## config.mk

```make
export PLATFORM = sky130hd
export DESIGN_NAME = npc_sequencer
export DESIGN_NICKNAME = d
export VERILOG_FILES = /design/src/rtl/npc_sequencer_pkg.sv /design/src/rtl/npc_sequencer_target_calc.sv /design/src/rtl/npc_sequencer.sv
export SDC_FILE = /design/constraint.sdc
export NUM_CORES = 1
export LEC_CHECK = 0
export ABC_AREA = 1
export CAP_MARGIN = 25
export CORE_UTILIZATION = 45
export DETAILED_ROUTE_END_ITERATION = 8
export GPL_ROUTABILITY_DRIVEN = 0
export GPL_TIMING_DRIVEN = 0
export PLACE_DENSITY = 0.79
export RECOVER_POWER = 25
export SYNTH_ARGS = -nofsm -noshare
export SYNTH_HDL_FRONTEND = slang
export SYNTH_HIERARCHICAL = 1
export SYNTH_SLANG_ARGS = --single-unit
export TNS_END_PERCENT = 30
```

## constraint.sdc

```tcl
create_clock -name clk -period 4.75 [get_ports clk]
set_clock_uncertainty 0.05 [all_clocks]
set_input_delay 0.475 -clock clk [delete_from_list [all_inputs] [get_ports clk]]
set_output_delay 0.475 -clock clk [all_outputs]
set_load 0.03 [all_outputs]
```

## src/rtl/npc_sequencer_pkg.sv

```systemverilog
// Shared decode constants, FSM encoding and reset vector for the next-PC sequencer.
package npc_sequencer_pkg;

    localparam logic [5:0] OP_SPECIAL = 6'b000000;
    localparam logic [5:0] OP_J       = 6'b000010;
    localparam logic [5:0] OP_JAL     = 6'b000011;
    localparam logic [5:0] OP_BEQ     = 6'b000100;
    localparam logic [5:0] OP_BNE     = 6'b000101;

    localparam logic [5:0] FN_JR      = 6'b001000;
    localparam logic [5:0] FN_JALR    = 6'b001001;

    localparam logic [31:0] DEFAULT_RESET_VEC = 32'h0000_3000;

    typedef enum logic {
        ST_RUN  = 1'b0,
        ST_PEND = 1'b1
    } state_t;

endpackage

```

## src/rtl/npc_sequencer_target_calc.sv

```systemverilog
// Combinational decode of control transfers: taken condition, target address and link value.
module npc_target_calc
    import npc_sequencer_pkg::*;
#(
    parameter int PC_W = 32
) (
    input  logic [31:0]     instr_D,
    input  logic            valid_D,
    input  logic [PC_W-1:0] pc_D,
    input  logic [31:0]     rs_val_D,
    input  logic [31:0]     rt_val_D,
    output logic            taken,
    output logic [PC_W-1:0] target,
    output logic [PC_W-1:0] link
);

    logic [5:0]         op;
    logic [5:0]         funct;
    logic signed [31:0] br_off;
    logic [PC_W-1:0]    br_tgt;
    logic [PC_W-1:0]    j_tgt;
    logic [PC_W-1:0]    jr_tgt;

    assign op     = instr_D[31:26];
    assign funct  = instr_D[5:0];
    assign br_off = {{14{instr_D[15]}}, instr_D[15:0], 2'b00};
    assign br_tgt = pc_D + PC_W'(3'd4) + PC_W'(br_off);
    // Upper region bits come from pc_D only when PC_W is wide enough to have them.
    assign j_tgt  = (pc_D & ~PC_W'(28'hFFF_FFFF)) | PC_W'({instr_D[25:0], 2'b00});
    assign jr_tgt = PC_W'(rs_val_D);
    assign link   = pc_D + PC_W'(4'd8);

    always_comb begin
        taken  = 1'b0;
        target = br_tgt;
        case (op)
            OP_BEQ: begin
                taken  = valid_D && (rs_val_D == rt_val_D);
                target = br_tgt;
            end
            OP_BNE: begin
                taken  = valid_D && (rs_val_D != rt_val_D);
                target = br_tgt;
            end
            OP_J, OP_JAL: begin
                taken  = valid_D;
                target = j_tgt;
            end
            OP_SPECIAL: begin
                if ((funct == FN_JR) || (funct == FN_JALR)) begin
                    taken  = valid_D;
                    target = jr_tgt;
                end
            end
            default: begin
                taken  = 1'b0;
                target = br_tgt;
            end
        endcase
    end

endmodule

```

## src/rtl/npc_sequencer.sv

```systemverilog
// Next-PC sequencer: owns pc_F and parks a redirect target while imem is not ready.
// NPC_DELAY_SLOT_EN selects MIPS delay-slot behaviour (no decode flush).
//   state   | meaning
//   ST_RUN  | normal fetch; redirects apply directly when imem accepts
//   ST_PEND | redirect target parked in pend_pc, waiting for fetch_ready
module npc_sequencer
    import npc_sequencer_pkg::*;
#(
    parameter int              PC_W      = 32,
    parameter logic [PC_W-1:0] RESET_VEC = PC_W'(DEFAULT_RESET_VEC)
) (
    input  logic            clk,
    input  logic            reset,
    input  logic [31:0]     instr_D,
    input  logic            valid_D,
    input  logic [PC_W-1:0] pc_D,
    input  logic [31:0]     rs_val_D,
    input  logic [31:0]     rt_val_D,
    input  logic            stall,
    input  logic            fetch_ready,
    output logic [PC_W-1:0] pc_F,
    output logic            fetch_valid,
    output logic            flush_D,
    output logic [PC_W-1:0] link_D,
    output logic            redirect
);

    state_t          state;
    logic [PC_W-1:0] pc_q;
    logic [PC_W-1:0] pend_pc;
    logic            taken;
    logic [PC_W-1:0] target;

    npc_target_calc #(
        .PC_W (PC_W)
    ) u_target_calc (
        .instr_D  (instr_D),
        .valid_D  (valid_D),
        .pc_D     (pc_D),
        .rs_val_D (rs_val_D),
        .rt_val_D (rt_val_D),
        .taken    (taken),
        .target   (target),
        .link     (link_D)
    );

    assign pc_F        = pc_q;
    assign fetch_valid = ~reset;
    // A stalled transfer is simply not acted on; it is re-evaluated once decode moves again.
    assign redirect    = ~reset && (state == ST_RUN) && ~stall && taken;

`ifdef NPC_DELAY_SLOT_EN
    assign flush_D = 1'b0;
`else
    assign flush_D = ~reset && ((state == ST_RUN) ? (redirect && fetch_ready) : fetch_ready);
`endif

    always_ff @(posedge clk) begin
        if (reset) begin
            pc_q    <= RESET_VEC;
            pend_pc <= '0;
            state   <= ST_RUN;
        end else begin
            case (state)
                ST_RUN: begin
                    if (fetch_ready) begin
                        if (redirect) begin
                            pc_q <= target;
                        end else if (!stall) begin
                            pc_q <= pc_q + PC_W'(3'd4);
                        end
                    end else if (redirect) begin
                        pend_pc <= target;
                        state   <= ST_PEND;
                    end
                end
                ST_PEND: begin
                    if (fetch_ready) begin
                        pc_q  <= pend_pc;
                        state <= ST_RUN;
                    end
                end
                default: state <= ST_RUN;
            endcase
        end
    end

endmodule

```

### Word-level counts from Yosys, hierarchy flattened

Cells that the tools add are included.

| storage, ports and cells | value |
|---|---|
| bits in writable memories | 0 |
| register bits | 65 |
| bits in latches | 0 |
| output and inout bits | 67 |
| memory bits (read-only) | 0 |
| memories kept | 0 |

| operators by class | value |
|---|---|
| eq/ne operators | 11 |
| multipliers | 0 |
| reductions and logical operators | 12 |
| order comparisons | 0 |
| multiplexer cells | 14 |
| $add $sub $neg | 4 |
| shift operators | 0 |
| bitwise operators | 5 |
| divide/modulo/power cells | 0 |

Operators by type and width:

| cell | count |
|---|---|
| two-way mux 32 bit | 5 |
| one-hot mux 32 bit (2 select lines) | 2 |
| adder 32 x 3 -> 32 bit (second input constant) | 2 |
| adder 32 bit | 1 |
| adder 32 x 4 -> 32 bit (second input constant) | 1 |
| == test 32 bit | 1 |
| inequality test 32 bit | 1 |
| bitwise OR 32 x 28 -> 32 bit | 1 |
| == test 6 x 2 -> 1 bit (second input constant) | 2 |
| == test 6 x 3 -> 1 bit (second input constant) | 2 |
| == test 6 x 4 -> 1 bit (second input constant) | 2 |
| logical AND 1 bit | 7 |
| logical NOT 6 bit | 1 |
| AND reduction 3 bit | 2 |
| two-way mux 1 bit | 5 |
| inequality test 2 bit (second input constant) | 2 |
| inverter 1 bit | 4 |
| one-hot mux 1 bit (4 select lines) | 1 |
| inequality test 3 bit (second input constant) | 1 |
| one-hot mux 1 bit (2 select lines) | 1 |
| OR reduction 2 bit | 1 |
| logical OR 1 bit | 1 |

### Longest topological paths before layout

Gate-level depths: netlist of the first run.

| logic depth | value |
|---|---|
| depth in word-level cells | 8 |
| depth in mapped cells | 20 |
| depth with buffers taken out | 20 |

### Cells and area by module

The synthesis of the first run kept the hierarchy.

By module, submodules not included:

| module | area an instance (um2) | cells an instance | times used | seq. area each (um2) |
|---|---|---|---|---|
| npc_target_calc | 4324.1 | 823 | 1 | 0.0 |
| npc_sequencer | 3684.8 | 593 | 1 | 1301.2 |

### Worst setup path before layout of the first run

OpenSTA, ideal clock, no wires.

| path | value |
|---|---|
| path type | input-to-output |
| start point | input port instr_D[31] |
| end point | output port flush_D |
| stages | 12 |
| path buffers | 2 |
| data required time | 4.225 ns |
| arrival | 2.128 ns |
| setup slack | 2.097 ns |
| cells stage by stage | nor2_2 nand3_2 clkinv_1 buf_2 a21oi_1 nand2_1 and3_1 buf_4 inv_4 nand2_1 nand2_1 nor2_1 |

| on the way | value |
|---|---|
| cells in the longest elaborated chain, start to end | 7 |
| elaborated cells on any way between the ends | 11 |
| those cells by class | eq/ne: 4; mux: 2; reduce/logical: 5 |

RTL lines:

| item | line | RTL |
|---|---|---|
| start, declared | npc_sequencer.sv:14 | `input logic [31:0] instr_D,` |
| == test 6 x 2 -> 1 bit | npc_sequencer_target_calc.sv:36 | `case (op)` |
| OR reduction 2 bit | npc_sequencer_target_calc.sv:36 |  |
| one-hot mux 1 bit (4 select lines) (*) | npc_sequencer_target_calc.sv:36 |  |
| named net taken | npc_sequencer.sv:31 | `logic taken;` |
| logical AND 1 bit (*) | npc_sequencer.sv:50 | `assign redirect = ~reset && (state == ST_RUN) && ~stall && taken;` |
| logical AND 1 bit (*) | npc_sequencer.sv:55 | `assign flush_D = ~reset && ((state == ST_RUN) ? (redirect && fetch_ready) : fetch_ready);` |
| two-way mux 1 bit (*) | npc_sequencer.sv:55 |  |
| logical AND 1 bit (*) | npc_sequencer.sv:55 |  |
| end, declared | npc_sequencer.sv:23 | `output logic flush_D,` |

The timed path passes the listed nets; every way through them passes the cells marked *.

### Worst setup path after layout of the first run

Ends and elaborated chain as after synthesis.

==> results of run 1 <==
cells by family after synthesis:
family / Yosys count / synth area share, %
adders and majority gates: 60 / 9.47
and+or+nand+nor: 758 / 40.2
buffers and inverters: 250 / 12.4
DFF: 65 / 16.2
AOI/OAI and AO/OA: 222 / 15.0
xor gates and xnor gates: 61 / 6.67
registers in the layout, indices dropped and copies added, names as in the netlist:
| register | count |
|---|---|
| state | 1 |
| pend_pc | 32 |
| pc_F | 32 |
layout make-up:
class | instances | area (um^2) | share of cell area [%]
antenna | 1 | 2.50 | 0.0237
tap | 225 | 282 | 2.67
buffer | 41 | 206 | 1.96
sequential | 65 | 1300 | 12.3
timing repair buffer | 198 | 1980 | 18.8
inverter | 209 | 787 | 7.47
clock buffer | 9 | 225 | 2.14
clock inverter | 7 | 37.5 | 0.356
multi-input combinational | 1101 | 5710 | 54.2
path summary, 6_finish.rpt:
check           endpoint  slack, ns  depth (start not counted)
min           pend_pc[0]       0.39                          2
max              flush_D       0.51                         14
max reg2reg     pc_F[20]       2.89                         11
min reg2reg  pend_pc[11]       0.40                          2
synthesized netlist by cell type (2+ instances only):
| cell type | number | area share, % |
|---|---|---|
| nand4_1 | 16 | 1.2 |
| inv_2 | 5 | 0.23 |
| clkbuf_1 | 20 | 0.94 |
| nor3_1 | 17 | 1.1 |
| nor2_2 | 11 | 0.86 |
| o21ai_0 | 43 | 2.7 |
| o22ai_1 | 3 | 0.23 |
| nor2_1 | 119 | 5.6 |
| nand3b_1 | 7 | 0.66 |
| nand3_2 | 3 | 0.37 |
| nand3_1 | 98 | 6.1 |
| a31oi_1 | 3 | 0.23 |
| xnor2_1 | 36 | 3.9 |
| ha_1 | 59 | 9.2 |
| o211ai_1 | 8 | 0.75 |
| inv_1 | 202 | 9.5 |
| o21ai_1 | 12 | 0.75 |
| nor3_2 | 2 | 0.25 |
| nand2_1 | 462 | 22 |
| a32o_1 | 3 | 0.37 |
| buf_2 | 12 | 0.75 |
| or2_2 | 5 | 0.39 |
| a21oi_1 | 134 | 8.4 |
| o21bai_1 | 9 | 0.84 |
| dfxtp_1 | 65 | 16 |
| buf_4 | 8 | 0.75 |
| nor4_1 | 2 | 0.16 |
| a22o_1 | 3 | 0.33 |
| nand4_2 | 3 | 0.47 |
| nor2_4 | 3 | 0.42 |
| xor2_1 | 25 | 2.7 |
| nand2_2 | 5 | 0.39 |
| a21oi_2 | 2 | 0.22 |
routing by layer:
| layer | GRT usage (%) | vias to the layer above | part of all wire [%] |
|---|---|---|---|
| li1 | - | 4940 | - |
| met1 | 36.4 | 4325 | 43 |
| met2 | 49.9 | 391 | 46 |
| met3 | 3.29 | 68 | 6.2 |
| met4 | 14.9 | 0 | 4.3 |
| met5 | 0 | - | 0 |
power by group:
part / switching [mW] / total [mW] / internal (mW)
logic: 0.463 / 0.783 / 0.321
clock network: 0.239 / 0.585 / 0.346
registers: 0.00423 / 0.553 / 0.549
total: 0.706 / 1.92 / 1.22
worst max-delay path, stage by stage:
cell and delay, ns:
clkdlybuf4s50_1 0.41, nor2_2 0.19, nand3_2 0.31, clkinv_1 0.28, buf_2 0.32, a21oi_1 0.11, nand2_1 0.16, and3_1 0.19
buf_4 0.15, inv_4 0.07, nand2_1 0.08, nand2_1 0.13, nor2_1 0.13, clkdlybuf4s50_1 0.69
metrics by stage:
| step | hold WS [ns] | total power, mW |
|---|---|---|
| finish | 0.390 | 1.92 |
| floorplan | 0.379 | 1.02 |
| global route | 0.406 | 2.02 |
| CTS | 0.382 | 1.91 |
| global placement | 0.390 | 1.32 |
| detailed placement | 0.395 | 1.33 |
==> results.yml, run 1 <==
status:
  status: "complete, no violations"
die:
  num_rows: 48
  die_area_um2: 18300
  start_util_pct: 46.1
  die_h_um: 135
  core_area_um2: 17400
  ios: 200
  die_w_um: 135
clock_tree:
  post_cts_resized: 0
  root_buffer: "clkbuf_16"
  clockBufferDepth: 2
  clk_latency_ns: 0.34
  clk_pin_slew_ns: 0.05
  clock-sinks: 65
  cts_tree: "yes"
  postCtsSetupRepairBufs: 0
  cts_buffers: 9
  hold_buffers: 0
  htreeDepth: 3
sta:
  setup_tns_ns: 0
  period_needed_ns: 4.24
  timing.final.ws_setup_ns: 0.513
  rsz0062_at_grt: "false"
  relSlewSlack_pct: 50.7
  setup_viol: 0
  fmax_ghz: 0.236
  fin_crit_sh_pct: 89.2
  maxSlewViolCount: 0
  hold_violations: 0
  worst_slew_pin_slew_ns: 0.732
layout:
  fin_util_pct: 60.7
  final_cell_mix: "nand2_1, inv_1, clkdlybuf4s50_1"
  final_cells: 1856
  area_growth_pct: 31.6
  final_common_cell: "nand2_1"
  fin_area_um2: 10500
  nFillCells: 1700
  finish.net_count: 1818
  drive_gt1_share_pct: 4.85
setup_path:
  startpoint: "instr_D[31]"
  end_kind: "primary output"
  critPathArrivalTime_ns: 3.71
  path_class: "in2out"
  worst-path-max-fanout: 10
  startpoint_type: "input port"
  r2r-start: "pc_F[3]"
  worstPathRequired_ns: 4.22
yosys:
  synth.avg_cell_area_um2: 5.66
  synth_edf_count: 0
  synth_ff_type: "dfxtp_1"
  yosysSeqAreaShare_pct: 16.2
  ys_warn_count: 6
  async_reset_ff_share_pct: 0
  synth.distinct_cells: 44
  postSynthCellCount: 1416
  synth_seq_cells: 65
  synth_nets: 1609
  synth_area_um2: 8010
drt:
  drt_iter0_drc: 814
  vias: 9724
  firstDrtPassIters: 6
  drcViolationCount: 0
  routedWlPerCell_um: 14.6
  totalWireLength_um: 27100
  vias_per_cell: 5.24
  ant_nets: 0
worst_hold_path:
  hp-class: "in2reg"
  worstHoldStart: "reset"
grt:
  grt_max_degree: 17
  grt_usage_pct: 29.3
  antenna_found_initial: 1
  grt_pass1_vias: 8944
  globalRouteOverflowTotal: 0
  grt_first_pass_wirelength_um: 42700
place:
  io_buffers: 198
  dp_cells: 1839
  pre_cts_ws_ns: 0.606
  place_area_um2: 10300
  hpwlAfterDp_um: 22500
pwr:
  p_leak_nw: 4.85
  ir_worst_vdd_mv: 0.180
  p_per_area_nw_per_um2: 182
job:
  cap_violations: 0
Note: power is estimated with default switching activity, not from simulation.
==> inputs of run 2 (changes only) <==
==> constraint.sdc (replaced) <==
create_clock -name clk -period 5.4 [get_ports clk]
set_clock_uncertainty 0.05 [all_clocks]
set_input_delay 0.54 -clock clk [delete_from_list [all_inputs] [get_ports clk]]
set_output_delay 0.54 -clock clk [all_outputs]
set_load 0.03 [all_outputs]
==> results of run 2 <==
The final DEF is identical to that of run 1. Status: complete, no violations.
Main changes from that run: setup slack after placement 0.606 ns -> 1.13 ns; setup slack after layout 0.513 ns -> 1.03 ns; hold slack 0.390 ns -> 0.404 ns; register-to-register setup slack 2.89 ns -> 3.54 ns; end point of the worst hold path pend_pc[0] -> pend_pc[11]; total power 1.92 mW -> 1.69 mW; worst IR drop on VDD 0.180 mV -> 0.159 mV
==> inputs of run 3 (changes only) <==
--- a/config.mk
+++ b/config.mk
@@ -11,7 +11,7 @@
 export DETAILED_ROUTE_END_ITERATION = 8
 export GPL_ROUTABILITY_DRIVEN = 0
 export GPL_TIMING_DRIVEN = 0
-export PLACE_DENSITY = 0.79
+export PLACE_DENSITY = 0.82
 export RECOVER_POWER = 25
 export SYNTH_ARGS = -nofsm -noshare
 export SYNTH_HDL_FRONTEND = slang
==> constraint.sdc (replaced) <==
create_clock -name clk -period 3.8 [get_ports clk]
set_clock_uncertainty 0.05 [all_clocks]
set_input_delay 0.38 -clock clk [delete_from_list [all_inputs] [get_ports clk]]
set_output_delay 0.38 -clock clk [all_outputs]
set_load 0.03 [all_outputs]
==> run 3 against run 2 <==
Effect of this change: die area unchanged; hold slack got worse by 0.11 ns; clock power rose by 44%; clock-buffer cell count up 5; sequential power is 42% higher; combinational power rose by 42%; sequential cell count unchanged; power increased by 43%; setup slack got worse by 0.91 ns; register-to-register slack worse by 1.7 ns; final area barely moved; global-route usage is 0.092 points lower; critical endpoint unchanged; largest power group unchanged.
==> results.yml, run 3 (synthesis results as in run 1) <==
status:
  status: "complete, no violations"
worst_hold_path:
  hp-class: "in2reg"
pwr:
  internal_power_mw: 1.56
  p_sw_share_pct: 35.4
  comb_power_share_pct: 40.5
  p_clk_share_pct: 30.8
  seqPwrFrac_pct: 28.7
  p_sw_mw: 0.855
  ir_worst_vdd_mv: 0.214
  p_per_area_nw_per_um2: 229
  p_leak_nw: 4.87
setup_path:
  worstPathRequired_ns: 3.37
  path_class: "in2out"
  startpoint_type: "input port"
  end_kind: "primary output"
  worst-path-max-fanout: 10
  critPathArrivalTime_ns: 3.25
clock_tree:
  clk_latency_ns: 0.33
  cts_tree: "yes"
  clk_pin_slew_ns: 0.05
  clockBufferDepth: 2
  hold_buffers: 0
  cts_buffers: 9
  htreeDepth: 3
  root_buffer: "clkbuf_16"
  clock-sinks: 65
sta:
  maxSlewViolCount: 0
  fin_crit_sh_pct: 96.8
  rsz0062_at_grt: "false"
  setup_viol: 0
  fmax_ghz: 0.272
  hold_violations: 0
  period_needed_ns: 3.68
  worst_slew_pin_slew_ns: 0.755
  whs_ns: 0.295
  relSlewSlack_pct: 49.2
place:
  hpwlAfterDp_um: 22400
  io_buffers: 198
  dp_cells: 1839
layout:
  finish.net_count: 1818
  final_common_cell: "nand2_1"
  drive_gt1_share_pct: 4.61
  nFillCells: 1717
  area_growth_pct: 31.6
  final_cells: 1854
  final_cell_mix: "nand2_1, inv_1, clkdlybuf4s50_1"
grt:
  grt_first_pass_wirelength_um: 42600
  grt_max_degree: 17
  antenna_found_initial: 1
  grt_usage_pct: 29.2
  grt_pass1_vias: 8975
  globalRouteOverflowTotal: 0
die:
  die_h_um: 135
  die_area_um2: 18300
  core_area_um2: 17400
  num_rows: 48
  ios: 200
  die_w_um: 135
  start_util_pct: 46.1
drt:
  firstDrtPassIters: 7
  ant_nets: 0
  totalWireLength_um: 26800
  vias_per_cell: 5.25
  drt_iter0_drc: 827
  vias: 9742
  routedWlPerCell_um: 14.4
  drcViolationCount: 0
job:
  cap_violations: 0
==> run 3: power by group through the flow <==
stage          combinational, mW  clock (mW)  sequential (mW)
6_report                   0.977       0.744            0.692
5_1_grt                     1.07       0.781            0.692
4_1_cts                    0.961       0.750            0.693
3_5_place_dp               0.953           0            0.706
3_3_place_gp               0.940           0            0.706
2_1_floorplan              0.567           0            0.711
==> run 3: final cells by class <==
cell class | count | area (um^2) | area share, %
tap | 225 | 282 | 2.67
buffer | 41 | 206 | 1.96
inverter | 209 | 787 | 7.46
sequential | 65 | 1300 | 12.3
clock buffer | 14 | 264 | 2.50
multi-input combinational | 1101 | 5720 | 54.2
antenna | 1 | 2.50 | 0.0237
timing repair buffer | 198 | 1980 | 18.8
==> run 3: worst max-delay path, stage by stage <==
cell	delay, ns
clkdlybuf4s50_1	0.44
nor2_2	0.18
nand3_2	0.28
clkinv_1	0.25
buf_2	0.30
a21oi_1	0.11
nand2_1	0.13
and3_1	0.16
buf_4	0.15
inv_4	0.07
nand2_1	0.08
nand2_1	0.11
nor2_1	0.18
dlygate4sd2_1	0.42
==> run 3: final timing paths <==
kind / end / slack, ns / startpoint / depth (start not counted)
setup / recovery: flush_D / 0.12 / instr_D[28] / 14
hold / removal: pend_pc[0] / 0.29 / reset / 2
setup reg to reg: pc_F[26] / 1.87 / pc_F[3] / 11
hold reg to reg: pend_pc[24] / 0.40 / pend_pc[24] / 2
==> run 3: metrics by stage <==
| step | cell area, um^2 | TNS, ns | util (%) | setup slack [ns] | total power, mW |
|---|---|---|---|---|---|
| 2_1_floorplan | 8010 | 0 | - | 1.34 | 1.28 |
| 5_1_grt | 10500 | 0 | 60.7 | 0.00937 | 2.55 |
| 6_report | 10500 | 0 | 60.7 | 0.121 | 2.41 |
| 3_3_place_gp | 10300 | -0.0841 | 59.2 | -0.0841 | 1.65 |
| 4_1_cts | 10500 | 0 | 60.7 | 0.0948 | 2.40 |
| 3_5_place_dp | 10300 | -0.122 | 59.2 | -0.122 | 1.66 |
==> run 3: metal layers <==
metal | wire [um] | vias to the layer above | GRT usage (%)
li1 | - | 4938 | -
met1 | 11300 | 4319 | 36.3
met2 | 12600 | 421 | 50.4
met3 | 1870 | 64 | 3.40
met4 | 1020 | 0 | 13.1
met5 | 0 | - | 0
==> run 3: timing repair <==
action | in CTS | in global routing
buffers inserted | 0 | 0
setup endpoints to repair | 1 | 1
resized for setup | 1 | 2
